==> src/rtl/eth_gen_pkg.sv <==
// eth_gen_pkg -- shared constants, FSM state type and tkeep helper for the
// 10GbE TX test-frame generator.
//   ETHERTYPE      : EtherType written to frame bytes 12-13
//   MIN_LEN        : smallest frame (bytes, FCS excluded) that is emitted
//   gen_state_e    : generator FSM states
//   tkeep_from_rem : last-beat tkeep from ((len-1) % 8)
package eth_gen_pkg;

  localparam logic [15:0] ETHERTYPE = 16'h88B5;
  localparam int          MIN_LEN   = 60;

  typedef enum logic [1:0] {
    ST_IDLE = 2'd0,
    ST_SEND = 2'd1,
    ST_GAP  = 2'd2
  } gen_state_e;

  // rem_m1 = (len-1) % 8, so the last beat holds rem_m1+1 bytes, low lanes first.
  function automatic logic [7:0] tkeep_from_rem(input logic [2:0] rem_m1);
    return 8'hFF >> (3'd7 - rem_m1);
  endfunction

endpackage

==> src/rtl/ten_geth_tx_frame_gen_if.sv <==
// ten_geth_tx_frame_gen_if -- AXI4-Stream TX beat bus (64-bit data, 8-bit keep)
// between the frame generator (master) and the MAC TX FIFO (slave).
//   tdata/tkeep/tvalid/tlast : master -> slave
//   tready                   : slave -> master
interface ten_geth_tx_frame_gen_if;
  logic [63:0] tdata;
  logic [7:0]  tkeep;
  logic        tvalid;
  logic        tlast;
  logic        tready;

  modport master (output tdata, output tkeep, output tvalid, output tlast, input tready);
  modport slave  (input tdata, input tkeep, input tvalid, input tlast, output tready);
endinterface

==> src/rtl/eth_gen_beat_fmt.sv <==
// eth_gen_beat_fmt -- combinational beat formatter. Builds the 8 bytes of one
// 64-bit beat from the beat index and the latched header fields.
//   beat_idx : beat number within the frame (byte k = beat_idx*8 + lane)
//   dst_mac  : destination MAC, sent MSB first in bytes 0-5
//   src_mac  : source MAC, sent MSB first in bytes 6-11
//   seq_num  : per-frame sequence number, bytes 14-17 (only with ETH_GEN_SEQNUM_EN)
//   tdata    : byte n in tdata[8n+7:8n]
// Macro ETH_GEN_SEQNUM_EN enables the sequence-number field; otherwise
// bytes 14-17 carry the k[7:0] payload pattern like every other payload byte.
module eth_gen_beat_fmt
  import eth_gen_pkg::*;
(
  input  logic [10:0] beat_idx,
  input  logic [47:0] dst_mac,
  input  logic [47:0] src_mac,
`ifdef ETH_GEN_SEQNUM_EN
  input  logic [31:0] seq_num,
`endif
  output logic [63:0] tdata
);

`ifdef ETH_GEN_SEQNUM_EN
  localparam int HDR_BYTES = 18;
`else
  localparam int HDR_BYTES = 14;
`endif

  // Header bytes in wire order; the array is padded to a power of two so a
  // 5-bit byte number can index it directly.
  logic [7:0] hdr_b [32];

  always_comb begin
    for (int i = 0; i < 32; i++) hdr_b[i] = 8'h00;
    for (int i = 0; i < 6; i++) begin
      hdr_b[i]     = dst_mac[47-8*i -: 8];
      hdr_b[6 + i] = src_mac[47-8*i -: 8];
    end
    hdr_b[12] = ETHERTYPE[15:8];
    hdr_b[13] = ETHERTYPE[7:0];
`ifdef ETH_GEN_SEQNUM_EN
    for (int i = 0; i < 4; i++) hdr_b[14 + i] = seq_num[31-8*i -: 8];
`endif
  end

  for (genvar n = 0; n < 8; n++) begin : g_lane
    logic [13:0] k;
    assign k = {beat_idx, 3'(n)};
    assign tdata[8*n +: 8] = (k < 14'(HDR_BYTES)) ? hdr_b[k[4:0]] : k[7:0];
  end

endmodule

==> src/rtl/ten_geth_tx_frame_gen.sv <==
// ten_geth_tx_frame_gen -- 10GbE TX test-frame generator. On a start pulse it
// latches the frame parameters and emits frame_cnt frames (0 = until stop)
// on a 64-bit AXI-Stream bus, separated by IFG_CYCLES idle cycles.
//   user_clk, tx_axis_aresetn : clock, async active-low reset
//   start, stop               : burst start pulse / stop-at-frame-boundary level
//   frame_len, frame_cnt      : frame bytes (no FCS, clamped 60..MAX_LEN), frames per burst
//   dst_mac, src_mac          : header addresses
//   tx_axis                   : AXI-Stream master (tdata/tkeep/tvalid/tlast, tready)
//   busy, done, frames_sent   : burst active, burst-finished pulse, frame counter
// Macro ETH_GEN_SEQNUM_EN adds a 32-bit per-frame sequence number in bytes 14-17.
// IFG_CYCLES values below 1 behave as 1 (the gap state lasts at least a cycle).
module ten_geth_tx_frame_gen
  import eth_gen_pkg::*;
#(
  parameter int IFG_CYCLES = 2,
  parameter int MAX_LEN    = 9600
) (
  input  logic                           user_clk,
  input  logic                           tx_axis_aresetn,
  input  logic                           start,
  input  logic                           stop,
  input  logic [13:0]                    frame_len,
  input  logic [15:0]                    frame_cnt,
  input  logic [47:0]                    dst_mac,
  input  logic [47:0]                    src_mac,
  ten_geth_tx_frame_gen_if.master        tx_axis,
  output logic                           busy,
  output logic                           done,
  output logic [31:0]                    frames_sent
);

  localparam int IFG_LAST = (IFG_CYCLES > 1) ? IFG_CYCLES - 1 : 0;
  localparam int GAP_W    = (IFG_LAST > 0) ? $clog2(IFG_LAST + 1) : 1;

  function automatic logic [13:0] clamp_len(input logic [13:0] l);
    if (l < 14'(MIN_LEN)) return 14'(MIN_LEN);
    if (l > 14'(MAX_LEN)) return 14'(MAX_LEN);
    return l;
  endfunction

  gen_state_e       state_q, state_d;
  logic [10:0]      beat_q, beat_d;
  logic [GAP_W-1:0] gap_q, gap_d;
  logic [13:0]      len_q, len_d;
  logic [15:0]      cnt_q, cnt_d;
  logic [15:0]      sent_q, sent_d;
  logic             stop_seen_q, stop_seen_d;
  logic [47:0]      dst_q, dst_d;
  logic [47:0]      src_q, src_d;
  logic [31:0]      frames_q, frames_d;
`ifdef ETH_GEN_SEQNUM_EN
  logic [31:0]      seq_q, seq_d;
`endif

  logic [13:0] len_m1;
  logic        is_last;
  logic        send;
  logic        burst_end;
  logic [63:0] fmt_data;

  assign send    = (state_q == ST_SEND);
  assign len_m1  = len_q - 14'd1;
  assign is_last = (beat_q == len_m1[13:3]);
  // A burst ends after frame_cnt frames, or at the first boundary after stop.
  assign burst_end = stop_seen_q || stop || ((cnt_q != 16'd0) && (sent_q == cnt_q));

  always_comb begin
    state_d     = state_q;
    beat_d      = beat_q;
    gap_d       = gap_q;
    len_d       = len_q;
    cnt_d       = cnt_q;
    sent_d      = sent_q;
    stop_seen_d = stop_seen_q;
    dst_d       = dst_q;
    src_d       = src_q;
    frames_d    = frames_q;
`ifdef ETH_GEN_SEQNUM_EN
    seq_d       = seq_q;
`endif
    unique case (state_q)
      ST_IDLE: begin
        if (start) begin
          state_d     = ST_SEND;
          beat_d      = '0;
          len_d       = clamp_len(frame_len);
          cnt_d       = frame_cnt;
          sent_d      = '0;
          stop_seen_d = 1'b0;
          dst_d       = dst_mac;
          src_d       = src_mac;
        end
      end
      ST_SEND: begin
        if (stop) stop_seen_d = 1'b1;
        if (tx_axis.tready) begin
          if (is_last) begin
            state_d  = ST_GAP;
            beat_d   = '0;
            gap_d    = '0;
            sent_d   = sent_q + 16'd1;
            frames_d = frames_q + 32'd1;
`ifdef ETH_GEN_SEQNUM_EN
            seq_d    = seq_q + 32'd1;
`endif
          end else begin
            beat_d = beat_q + 11'd1;
          end
        end
      end
      ST_GAP: begin
        if (stop) stop_seen_d = 1'b1;
        if (gap_q == GAP_W'(IFG_LAST)) state_d = burst_end ? ST_IDLE : ST_SEND;
        else                            gap_d   = gap_q + 1'b1;
      end
      default: state_d = ST_IDLE;
    endcase
  end

  always_ff @(posedge user_clk or negedge tx_axis_aresetn) begin
    if (!tx_axis_aresetn) begin
      state_q     <= ST_IDLE;
      beat_q      <= '0;
      gap_q       <= '0;
      len_q       <= '0;
      cnt_q       <= '0;
      sent_q      <= '0;
      stop_seen_q <= 1'b0;
      dst_q       <= '0;
      src_q       <= '0;
      frames_q    <= '0;
`ifdef ETH_GEN_SEQNUM_EN
      seq_q       <= '0;
`endif
    end else begin
      state_q     <= state_d;
      beat_q      <= beat_d;
      gap_q       <= gap_d;
      len_q       <= len_d;
      cnt_q       <= cnt_d;
      sent_q      <= sent_d;
      stop_seen_q <= stop_seen_d;
      dst_q       <= dst_d;
      src_q       <= src_d;
      frames_q    <= frames_d;
`ifdef ETH_GEN_SEQNUM_EN
      seq_q       <= seq_d;
`endif
    end
  end

  eth_gen_beat_fmt u_fmt (
    .beat_idx (beat_q),
    .dst_mac  (dst_q),
    .src_mac  (src_q),
`ifdef ETH_GEN_SEQNUM_EN
    .seq_num  (seq_q),
`endif
    .tdata    (fmt_data)
  );

  // Outputs decode from registered state only, so they hold still through
  // stalls and drop to zero the moment reset is asserted.
  assign tx_axis.tvalid = send;
  assign tx_axis.tlast  = send && is_last;
  assign tx_axis.tkeep  = !send ? 8'h00 : (is_last ? tkeep_from_rem(len_m1[2:0]) : 8'hFF);
  assign tx_axis.tdata  = send ? fmt_data : 64'd0;

  assign busy        = (state_q != ST_IDLE);
  assign done        = (state_q == ST_GAP) && (state_d == ST_IDLE);
  assign frames_sent = frames_q;

endmodule

==> src/flat_wrapper.sv <==
// flat-port wrapper written by rule: the top's interface ports become plain ports
module ten_geth_tx_frame_gen_flat import eth_gen_pkg::*;
#(
  parameter int IFG_CYCLES = 2,
  parameter int MAX_LEN    = 9600
)
  (user_clk, tx_axis_aresetn, start, stop, frame_len, frame_cnt, dst_mac, src_mac, busy, done, frames_sent, tx_axis_tdata, tx_axis_tkeep, tx_axis_tvalid, tx_axis_tlast, tx_axis_tready);
  ten_geth_tx_frame_gen_if tx_axis_i ();
  input  logic user_clk;
  input  logic tx_axis_aresetn;
  input  logic start;
  input  logic stop;
  input  logic [13:0] frame_len;
  input  logic [15:0] frame_cnt;
  input  logic [47:0] dst_mac;
  input  logic [47:0] src_mac;
  output logic busy;
  output logic done;
  output logic [31:0] frames_sent;
  output wire logic [$bits(tx_axis_i.tdata)-1:0] tx_axis_tdata;
  output wire logic [$bits(tx_axis_i.tkeep)-1:0] tx_axis_tkeep;
  output wire logic [$bits(tx_axis_i.tvalid)-1:0] tx_axis_tvalid;
  output wire logic [$bits(tx_axis_i.tlast)-1:0] tx_axis_tlast;
  input wire logic [$bits(tx_axis_i.tready)-1:0] tx_axis_tready;
  assign tx_axis_tdata = tx_axis_i.tdata;
  assign tx_axis_tkeep = tx_axis_i.tkeep;
  assign tx_axis_tvalid = tx_axis_i.tvalid;
  assign tx_axis_tlast = tx_axis_i.tlast;
  assign tx_axis_i.tready = tx_axis_tready;
  ten_geth_tx_frame_gen #(.IFG_CYCLES(IFG_CYCLES), .MAX_LEN(MAX_LEN)) u_core (.user_clk(user_clk), .tx_axis_aresetn(tx_axis_aresetn), .start(start), .stop(stop), .frame_len(frame_len), .frame_cnt(frame_cnt), .dst_mac(dst_mac), .src_mac(src_mac), .tx_axis(tx_axis_i), .busy(busy), .done(done), .frames_sent(frames_sent));
endmodule
==> config.mk <==
export PLATFORM = sky130hd
export DESIGN_NAME = ten_geth_tx_frame_gen_flat
export DESIGN_NICKNAME = d
export VERILOG_FILES = /design/src/rtl/eth_gen_pkg.sv /design/src/rtl/ten_geth_tx_frame_gen_if.sv /design/src/rtl/eth_gen_beat_fmt.sv /design/src/rtl/ten_geth_tx_frame_gen.sv /design/src/flat_wrapper.sv
export SDC_FILE = /design/constraint.sdc
export NUM_CORES = 1
export LEC_CHECK = 0
export CAP_MARGIN = 20
export CORE_MARGIN = 4
export CORE_UTILIZATION = 25
export CTS_CLUSTER_DIAMETER = 120
export DETAILED_ROUTE_END_ITERATION = 10
export PLACE_DENSITY = 0.49
export SYNTH_ARGS = -nofsm -noshare
export SYNTH_HDL_FRONTEND = slang
export SYNTH_SLANG_ARGS = --single-unit
==> constraint.sdc <==
create_clock -name user_clk -period 3.2 [get_ports user_clk]
set_clock_uncertainty 0.15 [all_clocks]
set_input_delay 0.48 -clock user_clk [delete_from_list [all_inputs] [get_ports user_clk]]
set_output_delay 0.48 -clock user_clk [all_outputs]
set_load 0.01 [all_outputs]
==> impl_metrics.csv <==
group,metric,value,unit
yosys,synthFlopType,"dfrtp_1",
setup_path,worstReg2RegEnd,"u_core.sent_q[7]",
final_layout,final_common_cell,"nand2_1",
final_layout,finish.net_count,1676,
grt,track_usage,16.6,%
sta,fin_crit,3.98,ns
yosys,synth_area,9780,um^2
final_layout,drive_above_1_share,30.6,%
worst_hold_path,hold_class,"reg -> reg",
setup_path,critPathMaxFanout,3,
sta,finalWorstSetupSlack,-0.785,ns
route,vias,9582,
power_and_ir_drop,p_leak,7.61,nW
sta,tns,-30.32,ns
grt,grt_max_degree,95,
clocking,clockBufferDepth,2,
route,drt-total-wl,35.4,mm
die,die_h,206,um
worst_hold_path,holdPathEnd,"u_core.dst_q[37]",
sta,final_max_slew_viol_count,0,
run_status,failed_checks,"negative setup slack",
yosys,synth_edf_count,0,
yosys,yosysWarnings,0,
route,routed_via_density,4.64,
sta,fmax,0.251,GHz
sta,report.final.hold_viol_count,0,
worst_hold_path,hold_depth,2,
route,drt_first_pass_iters,5,
grt,first_global_vias,9916,
clocking,cts_tree,"built",
setup_path,critical_path_class,"reg -> out",
grt,overflow,0,
grt,antenna_found_initial,1,
die,die_w,206,um
route,drc_errors,0,
clocking,cts_max_level,4,
die,dieArea,42300,um^2
yosys,ys_seq_area_share,48.4,%
yosys,yosysUniqueCellTypes,59,
run_status,outcome,"finished, violations left",
setup_path,ff2ff_path_depth,14,
die,ios,239,
sta,tightest_slew,0.879,ns
route,drt-initial-drc-count,410,
clocking,clockRootBuffer,"clkbuf_16",
yosys,async_flop_share,100,%
placement,place_congestion,0.818,
yosys,syn_area_per_cell,8.47,um^2
sta,period_share,125,%
yosys,synth_seq_cells,189,
placement,hpwl,24.8,mm
placement,dp_slack,-0.768,ns
grt,grt_pass1_wl,55.0,mm
power_and_ir_drop,vdd_drop_max,0.000410,V
sta,slew_headroom,41.4,%
placement,numPortBuffers,238,
sta,rsz0062_at_grt,"yes",
placement,placed_cells,1956,
power_and_ir_drop,cellPowerDensity,613,nW/um^2
setup_path,worst_ep_arrival_time,3.35,ns
power_and_ir_drop,p_total,9.81,mW
die,core_area,38600,um^2
yosys,synth_nets,1296,
setup_path,endpoint_kind,"output port",
route,wl_met1,15.3,mm
die,rows,72,
final_layout,antennaDiodeCount,0,
yosys,synth_cells,1155,
route,highest_layer,"met5",
die,initial_core_util,25.3,%
clocking,path_clk_slew,0.08,ns
final_layout,synthToLayoutAreaGrowth,63.8,%
sta,setup_viol,125,
final_layout,post-route-util,41.4,%
final_layout,fin_cells,2065,
clocking,clock_sinks,189,
setup_path,startpoint_type,"flop",
final_layout,final_cell_mix,"383 x nand2_1, 188 x dfrtp_1, 164 x clkdlybuf4s50_1",
clocking,insertion_delay,0.46,ns
final_layout,nFillCells,3889,
route,ant_nets,0,
clocking,cts_made_buffers,17,
job,max_cap_viol_count,0,
route,wl_per_cell,17.2,um
route,wl_met3,2.51,mm
setup_path,worstPathRequired,2.57,ns
setup_path,reg2reg_from,"u_core.len_q[0]",
setup_path,reg2reg_slack,-0.45,ns
worst_hold_path,hp-start,"u_core.dst_q[37]",
route,wl_met2,17.1,mm
per-layer routing:
layer | GRT usage [%] | vias to the layer above
li1 | - | 4653
met1 | 20.7 | 4689
met2 | 27.5 | 209
met3 | 5.97 | 29
met4 | 4.02 | 2
met5 | 0 | -
report_power, final:
part	leakage, nW	switching (mW)	internal [mW]
combinational	4.83	2.12	2.16
sequential	2.49	0.396	2.90
clock	0.286	1.07	1.16
total	7.61	3.59	6.22
worst max-delay path by stage:
stage,slack (ns),end,depth (start not counted),start
floorplan,-0.19,tx_axis_tkeep[5],12,u_core.len_q[0]
global placement,-0.72,done,10,u_core.len_q[0]
detailed placement,-0.77,done,10,u_core.len_q[0]
CTS,-0.85,tx_axis_tkeep[1],11,u_core.len_q[0]
global route,-0.93,done,11,u_core.len_q[1]
finish,-0.78,done,11,u_core.len_q[0]
final cells by class:
type | count | area [um^2] | share of cell area [%]
multi-input cells | 875 | 5830 | 36.4
flip-flops and latches | 189 | 4730 | 29.5
repair buffers | 428 | 4120 | 25.7
well taps | 518 | 648 | 4.05
clock buffers | 20 | 467 | 2.91
clock inverters | 11 | 128 | 0.797
inverters | 24 | 90.1 | 0.563
Yosys cell counts, types with 2 or more instances:
cell type / instances / area share, %
nor2_1: 71 / 2.7
or3_1: 10 / 0.64
xnor2_1: 34 / 3.0
a31o_2: 3 / 0.27
nor4bb_1: 2 / 0.20
nand2_1: 387 / 15
o2bb2ai_1: 5 / 0.45
mux2_2: 3 / 0.35
dfrtp_1: 189 / 48
o21bai_1: 2 / 0.15
a31oi_1: 3 / 0.19
nor3_2: 4 / 0.41
ha_1: 10 / 1.3
o31ai_1: 6 / 0.46
a311oi_1: 4 / 0.36
nand3_1: 31 / 1.6
clkbuf_1: 57 / 2.2
nor3_1: 19 / 0.97
buf_4: 2 / 0.15
nor4_1: 21 / 1.3
o211ai_1: 11 / 0.84
and3_1: 11 / 0.70
buf_1: 3 / 0.12
or4_1: 17 / 1.3
and4_1: 5 / 0.45
nor2b_1: 2 / 0.13
o21ai_0: 26 / 1.3
a41oi_1: 2 / 0.18
buf_2: 4 / 0.20
nand2b_1: 15 / 0.96
inv_1: 24 / 0.92
a21boi_0: 2 / 0.15
and2_1: 4 / 0.26
mux2i_1: 29 / 3.0
xor2_1: 26 / 2.3
a22o_1: 9 / 0.81
a21oi_1: 64 / 3.3
nand4_1: 17 / 1.1
registers in the layout, indices dropped and copies added, names as in the netlist:
name / cells
u_core.src_q: 48
u_core.cnt_q: 16
u_core.len_q: 14
u_core.gap_q: 1
u_core.sent_q: 16
u_core.dst_q: 48
u_core.stop_seen_q: 1
u_core.state_q: 2
u_core.frames_sent: 32
u_core.beat_q: 11
worst max-delay path: stages (launching register included):
cell      delay (ns)
dfrtp_1         0.41
inv_2           0.09
ha_4            0.13
or3b_4          0.37
or4_4           0.41
a222oi_1        0.52
o211a_4         0.28
buf_6           0.10
a41o_1          0.16
a21oi_2         0.07
nor3_2          0.20
buf_4           0.16
per-stage QoR:
| stage | instance area [um^2] | hold slack (ns) |
|---|---|---|
| global route | 16000 | 0.349 |
| finish | 16000 | 0.327 |
| floorplan | 9970 | 0.0344 |
| detailed placement | 13600 | 0.312 |
| global placement | 13600 | 0.305 |
| CTS | 15100 | 0.330 |
logic make-up (layout without fill, tap and decap cells):
logic type	after synthesis	after routing	share of synthesized area, %
multiplexers	32	32	3.31
buffers and inverters	91	483	3.70
XOR/XNOR	60	60	5.37
AND/OR/NAND/NOR	625	625	28.5
AO/OA/AOI/OAI	148	148	9.44
adder cells (fa/ha/maj)	10	10	1.28
flip-flops	189	189	48.4
timing repair:
| item | in CTS | in global routing |
|---|---|---|
| setup buffers | 61 | 42 |
| setup endpoints to repair | 128 | 128 |
| resized for setup | 479 | 196 |
| endpoints found under the hold margin | 62 | 0 |
| hold buffers | 1 | 0 |
| pin swaps | 50 | 84 |
| cloned | 2 | 2 |
Note: power is estimated with default switching activity, not from simulation.
==> patch 1, RTL diff (same flow settings) <==
`IFG_CYCLES` is set to 2 in 2 places; all go to 4.
--- a/src/rtl/ten_geth_tx_frame_gen.sv
+++ b/src/rtl/ten_geth_tx_frame_gen.sv
@@ -13,5 +13,5 @@
   import eth_gen_pkg::*;
 #(
-  parameter int IFG_CYCLES = 2,
+  parameter int IFG_CYCLES = 4,
   parameter int MAX_LEN    = 9600
 ) (
--- a/src/flat_wrapper.sv
+++ b/src/flat_wrapper.sv
@@ -2,5 +2,5 @@
 module ten_geth_tx_frame_gen_flat import eth_gen_pkg::*;
 #(
-  parameter int IFG_CYCLES = 2,
+  parameter int IFG_CYCLES = 4,
   parameter int MAX_LEN    = 9600
 )
Function: no difference found for any inputs over 4 cycles, from zero or initial values and one cycle with tx_axis_aresetn low; that may be too few to reach the edited logic, so the function may still have changed.
==> patch 1 against the original RTL <==
  * The run still ends with setup timing left
  * Global-route usage is 0.71 points lower
  * Worst setup slack improved by 0.42 ns
  * Design area fell by 5.1%
  * Register-to-register slack improved by 0.44 ns
  * Sequential share of layout area rose by 1.8 points
  * Count of clock-buffer cells in the layout did not move
  * Synthesized cell count decreased by 0.78%
  * Synthesized area is 0.23% higher
  * Via count down 3.6%
  * Utilization down 2.2 points
  * Sequential cell count rose by 1
  * Routed wire length down 2.5%
  * Critical path type unchanged
Power is not compared: it rests on default switching activity, and its combinational part moved more than twofold at a synthesized area within 25%.
==> patch 1: results <==
set metrics [dict create \
    synth_common_cells "384 x nand2_1, 190 x dfrtp_1, 69 x nor2_1" \
    crit_family "simple AND/OR/NAND/NOR gates" \
    detail_route.wl_per_cell_um 17.1 \
    grt_max_degree 76 \
    placed_cell_area_um2 13300 \
    yosys.cell_types.count 51 \
    violations "setup timing" \
    syn-instance-count 1146 \
    nets 1630 \
    place.gp.congestion 0.820 \
    grt_pass1_wl_mm 53.0 \
    synth_fp_nets 1288 \
    hpwl_mm 23.5 \
    holdWs_ns 0.318 \
    r2r_setup_slack_ns -0.01 \
    cp_data_arrival_time_ns 2.93 \
    critPathMaxFanout 4 \
    post-place-ws_ns -0.625 \
    tns_ns -3.94 \
    cts_root_buf "clkbuf_16" \
    ys_async_sr_fraction_pct 100 \
    yosysSeqAreaShare_pct 48.5 \
    cpPeakStageDelay_ns 0.56 \
    antenna_found_initial 2 \
    globalRouteTotalUtil_pct 15.9 \
    cpMaxStageDelayCell "or4_4" \
    setup_viol 39 \
    layout_setup_ws_ns -0.360 \
    final_cells 2019 \
    drive_gt1_share_pct 26.1 \
    yosys-top-cells-area "dfrtp_1 49%, nand2_1 15%, xor2_1 4.1%, a21oi_1 3.4%, mux2i_1 3.0%" \
    clockBufferDepth 2 \
    status "finished, violations left" \
    drt_iter0_drc 460 \
    relSlewSlack_pct 40.2 \
]
[patch 1: final timing paths]
path / startpoint / end / cells past startpoint
max: u_core.len_q[3] / done / 10
min: u_core.frames_sent[31] / u_core.frames_sent[31] / 1
max reg2reg: u_core.len_q[3] / u_core.sent_q[13] / 12
min reg2reg: u_core.frames_sent[31] / u_core.frames_sent[31] / 1
max in group asynchronous: tx_axis_aresetn / u_core.cnt_q[7] / 3
min in group asynchronous: tx_axis_aresetn / u_core.frames_sent[3] / 2
[patch 1: routing by layer]
metal / global-route usage (%) / vias up / share of wire, % / routed length [um]
met5: 0 / - / 0.038 / 13
met1: 19.9 / 4451 / 43 / 14700
li1: - / 4523 / - / -
met2: 26.1 / 229 / 48 / 16400
met3: 6.32 / 34 / 8.6 / 2980
met4: 3.18 / 2 / 1.2 / 422
[patch 1: cells by family after synthesis]
kind of cell               count (synthesis)  share of synthesized area (%)
and+or+nand+nor                          608                           27.8
DFF                                      190                           48.5
AOI/OAI and AO/OA                        148                           9.26
buffers and inverters                     90                           3.75
xor gates and xnor gates                  67                           5.99
muxes                                     32                           3.31
adders and majority gates                 11                           1.40
[patch 1: area by class of cell]
cell class              count  area (um^2)
fillers                  3972        23500
multi-input cells         867         5450
flip-flops and latches    190         4760
repair buffers            389         3600
well taps                 518          648
clock buffers              20          447
clock inverters            11          204
inverters                  23         88.8
diodes                      1         2.50
[patch 1: where the power goes]
part           internal [mW]  total, mW  switching, mW
clock                   1.42       2.43           1.01
combinational          0.620       1.25          0.633
sequential              2.43       2.46         0.0286
[patch 1: repair_timing]
action                     CTS  global route
setup endpoints to repair   73           101
pin swaps                   29            46
cloned                       1             3
hold endpoints to repair    49             0
gates resized for setup    402           143
buffers inserted            44            25
hold buffers                 1             0
==> patch 2, RTL diff (same settings) <==
Made on the original files. Reset style: synchronous (`tx_axis_aresetn`), changed in one clocked block. Comments in the files are not updated.
--- a/src/rtl/ten_geth_tx_frame_gen.sv
+++ b/src/rtl/ten_geth_tx_frame_gen.sv
@@ -118,5 +118,5 @@
   end
 
-  always_ff @(posedge user_clk or negedge tx_axis_aresetn) begin
+  always_ff @(posedge user_clk) begin
     if (!tx_axis_aresetn) begin
       state_q     <= ST_IDLE;
Check against the original RTL: differs if tx_axis_aresetn is asserted again (counterexample within 4 cycles, from zero or initial values and one cycle with tx_axis_aresetn low); with tx_axis_aresetn held inactive, the same outputs for 4 cycles.
==> patch 2 against the original RTL <==
  * Utilization is 4.4 points lower
  * Via count is 0.97% lower
  * Sequential cell count stayed put
  * Largest cell class unchanged
  * Critical path type unchanged
  * The run still ends with setup timing left
  * Global-route usage is 0.81 points lower
  * Worst setup slack better by 0.69 ns
  * Design area is 15% lower
  * Synthesized area is 4.7% lower
  * Routed wire length is 6.6% lower
Power is not compared: it rests on default switching activity, and its combinational part moved more than twofold at a synthesized area within 25%.
==> patch 2: results <==
set metrics [dict create \
    status "finished, violations left" \
    violations "setup timing" \
    r2r_end "u_core.frames_sent[16]" \
    synth_fa_ha_area_share_pct 1.34 \
    synth-compound-area-share_pct 18.1 \
    setup_viol 7 \
    synth_xor_area_share_pct 3.48 \
    nets 1627 \
    drive_gt1_share_pct 12.3 \
    layout_setup_ws_ns -0.0916 \
    grt_util_met2_pct 25.5 \
    r2r_setup_slack_ns 0.16 \
    antenna_found_initial 2 \
    worst_pin_slew_ns 0.723 \
    place.gp.congestion 0.805 \
    yosys-top-cells-area "dfxtp_1 41%, a21oi_1 12%, nand2_1 12%, mux2i_1 4.8%, nor2_1 3.1%" \
    ys_async_sr_fraction_pct 0 \
    yosysSeqAreaShare_pct 40.6 \
    drt_wl_total_mm 33.1 \
    final.fill_count 3854 \
    drt_iter0_drc 529 \
    globalRouteTotalUtil_pct 15.8 \
    final_cells 1968 \
    syn-instance-count 1241 \
    post-place-ws_ns -0.388 \
    grt_max_degree 128 \
    clock_latency_ns 0.44 \
    dpl.cell_count 1928 \
    grt_pass1_vias 9216 \
    synth.mux.area_fraction_pct 4.83 \
    synth_common_cells "286 x nand2_1, 219 x a21oi_1, 189 x dfxtp_1" \
    vias 9489 \
    r2r-start "u_core.len_q[1]" \
    ys.flop_type "dfxtp_1" \
    cp_data_arrival_time_ns 2.66 \
]
-- patch 2: changes by cell type in the layout (fill, tap and decap cells not counted), moves of 36 or more --
| cell | unedited run | this run |
|---|---|---|
| buf_2 | 40 | 4 |
| dfrtp_1 | 188 | 0 |
| a21oi_1 | 14 | 213 |
| nand2_1 | 383 | 284 |
| dfxtp_1 | 0 | 182 |
| clkdlybuf4s50_1 | 164 | 205 |
| buf_4 | 102 | 65 |
| buf_6 | 102 | 8 |
-- patch 2: worst min-delay path by stage --
| stage | slack (ns) | start | cells past startpoint | to |
|---|---|---|---|---|
| 2_1_floorplan | 0.28 | u_core.dst_q[1] | 2 | u_core.dst_q[1] |
| 3_3_place_gp | 0.29 | u_core.dst_q[8] | 2 | u_core.dst_q[8] |
| 3_5_place_dp | 0.30 | u_core.dst_q[22] | 2 | u_core.dst_q[22] |
| 4_1_cts | 0.31 | u_core.dst_q[25] | 2 | u_core.dst_q[25] |
| 5_1_grt | 0.32 | u_core.dst_q[39] | 2 | u_core.dst_q[39] |
| 6_report | 0.30 | u_core.src_q[3] | 2 | u_core.src_q[3] |
-- patch 2: worst max-delay path: stages, from the launching register on --
cell and delay (ns):
dfxtp_2 0.33, inv_2 0.07, ha_4 0.13, or3b_4 0.39, nor3_4 0.16, xnor2_2 0.15
o2111a_1 0.22, o211ai_1 0.15, o21ai_1 0.16, buf_4 0.15, buf_12 0.12, o21ai_2 0.05
buf_2 0.14
-- patch 2: metal layers --
| metal | vias up | routed length (um) |
|---|---|---|
| met1 | 4511 | 14900 |
| met5 | - | 13 |
| met3 | 20 | 2470 |
| li1 | 4768 | - |
| met2 | 188 | 15400 |
| met4 | 2 | 299 |
-- patch 2: final cells by class --
type | count | area (um^2) | share of cell area, %
multi-input cells | 946 | 5420 | 39.9
flip-flops and latches | 189 | 3790 | 27.9
repair buffers | 316 | 3120 | 23.0
well taps | 468 | 586 | 4.31
clock buffers | 19 | 443 | 3.26
clock inverters | 13 | 154 | 1.13
inverters | 16 | 65.1 | 0.479
diodes | 1 | 2.50 | 0.0184
-- patch 2: metrics by stage --
| step | hold slack (ns) | TNS [ns] | area [um^2] |
|---|---|---|---|
| floorplan | 0.282 | 0 | 9320 |
| global placement | 0.289 | -1.27 | 12500 |
| detailed placement | 0.296 | -2.47 | 12500 |
| CTS | 0.307 | -0.816 | 13300 |
| global route | 0.318 | -1.75 | 13600 |
| finish | 0.304 | -0.452 | 13600 |
-- patch 2: repair_timing --
action,in CTS,in global routing
setup buffers,5,2
pin swaps,17,14
gates cloned,0,0
endpoints found under the setup margin,85,84
gates resized for setup,88,60
hold buffers,0,0
-- patch 2: power by group --
part           total [mW]  internal, mW  leakage, nW  switching, mW
Clock                2.21          1.13        0.290           1.08
Combinational        1.31         0.615         3.21          0.692
Sequential           2.54          2.47         1.55         0.0732
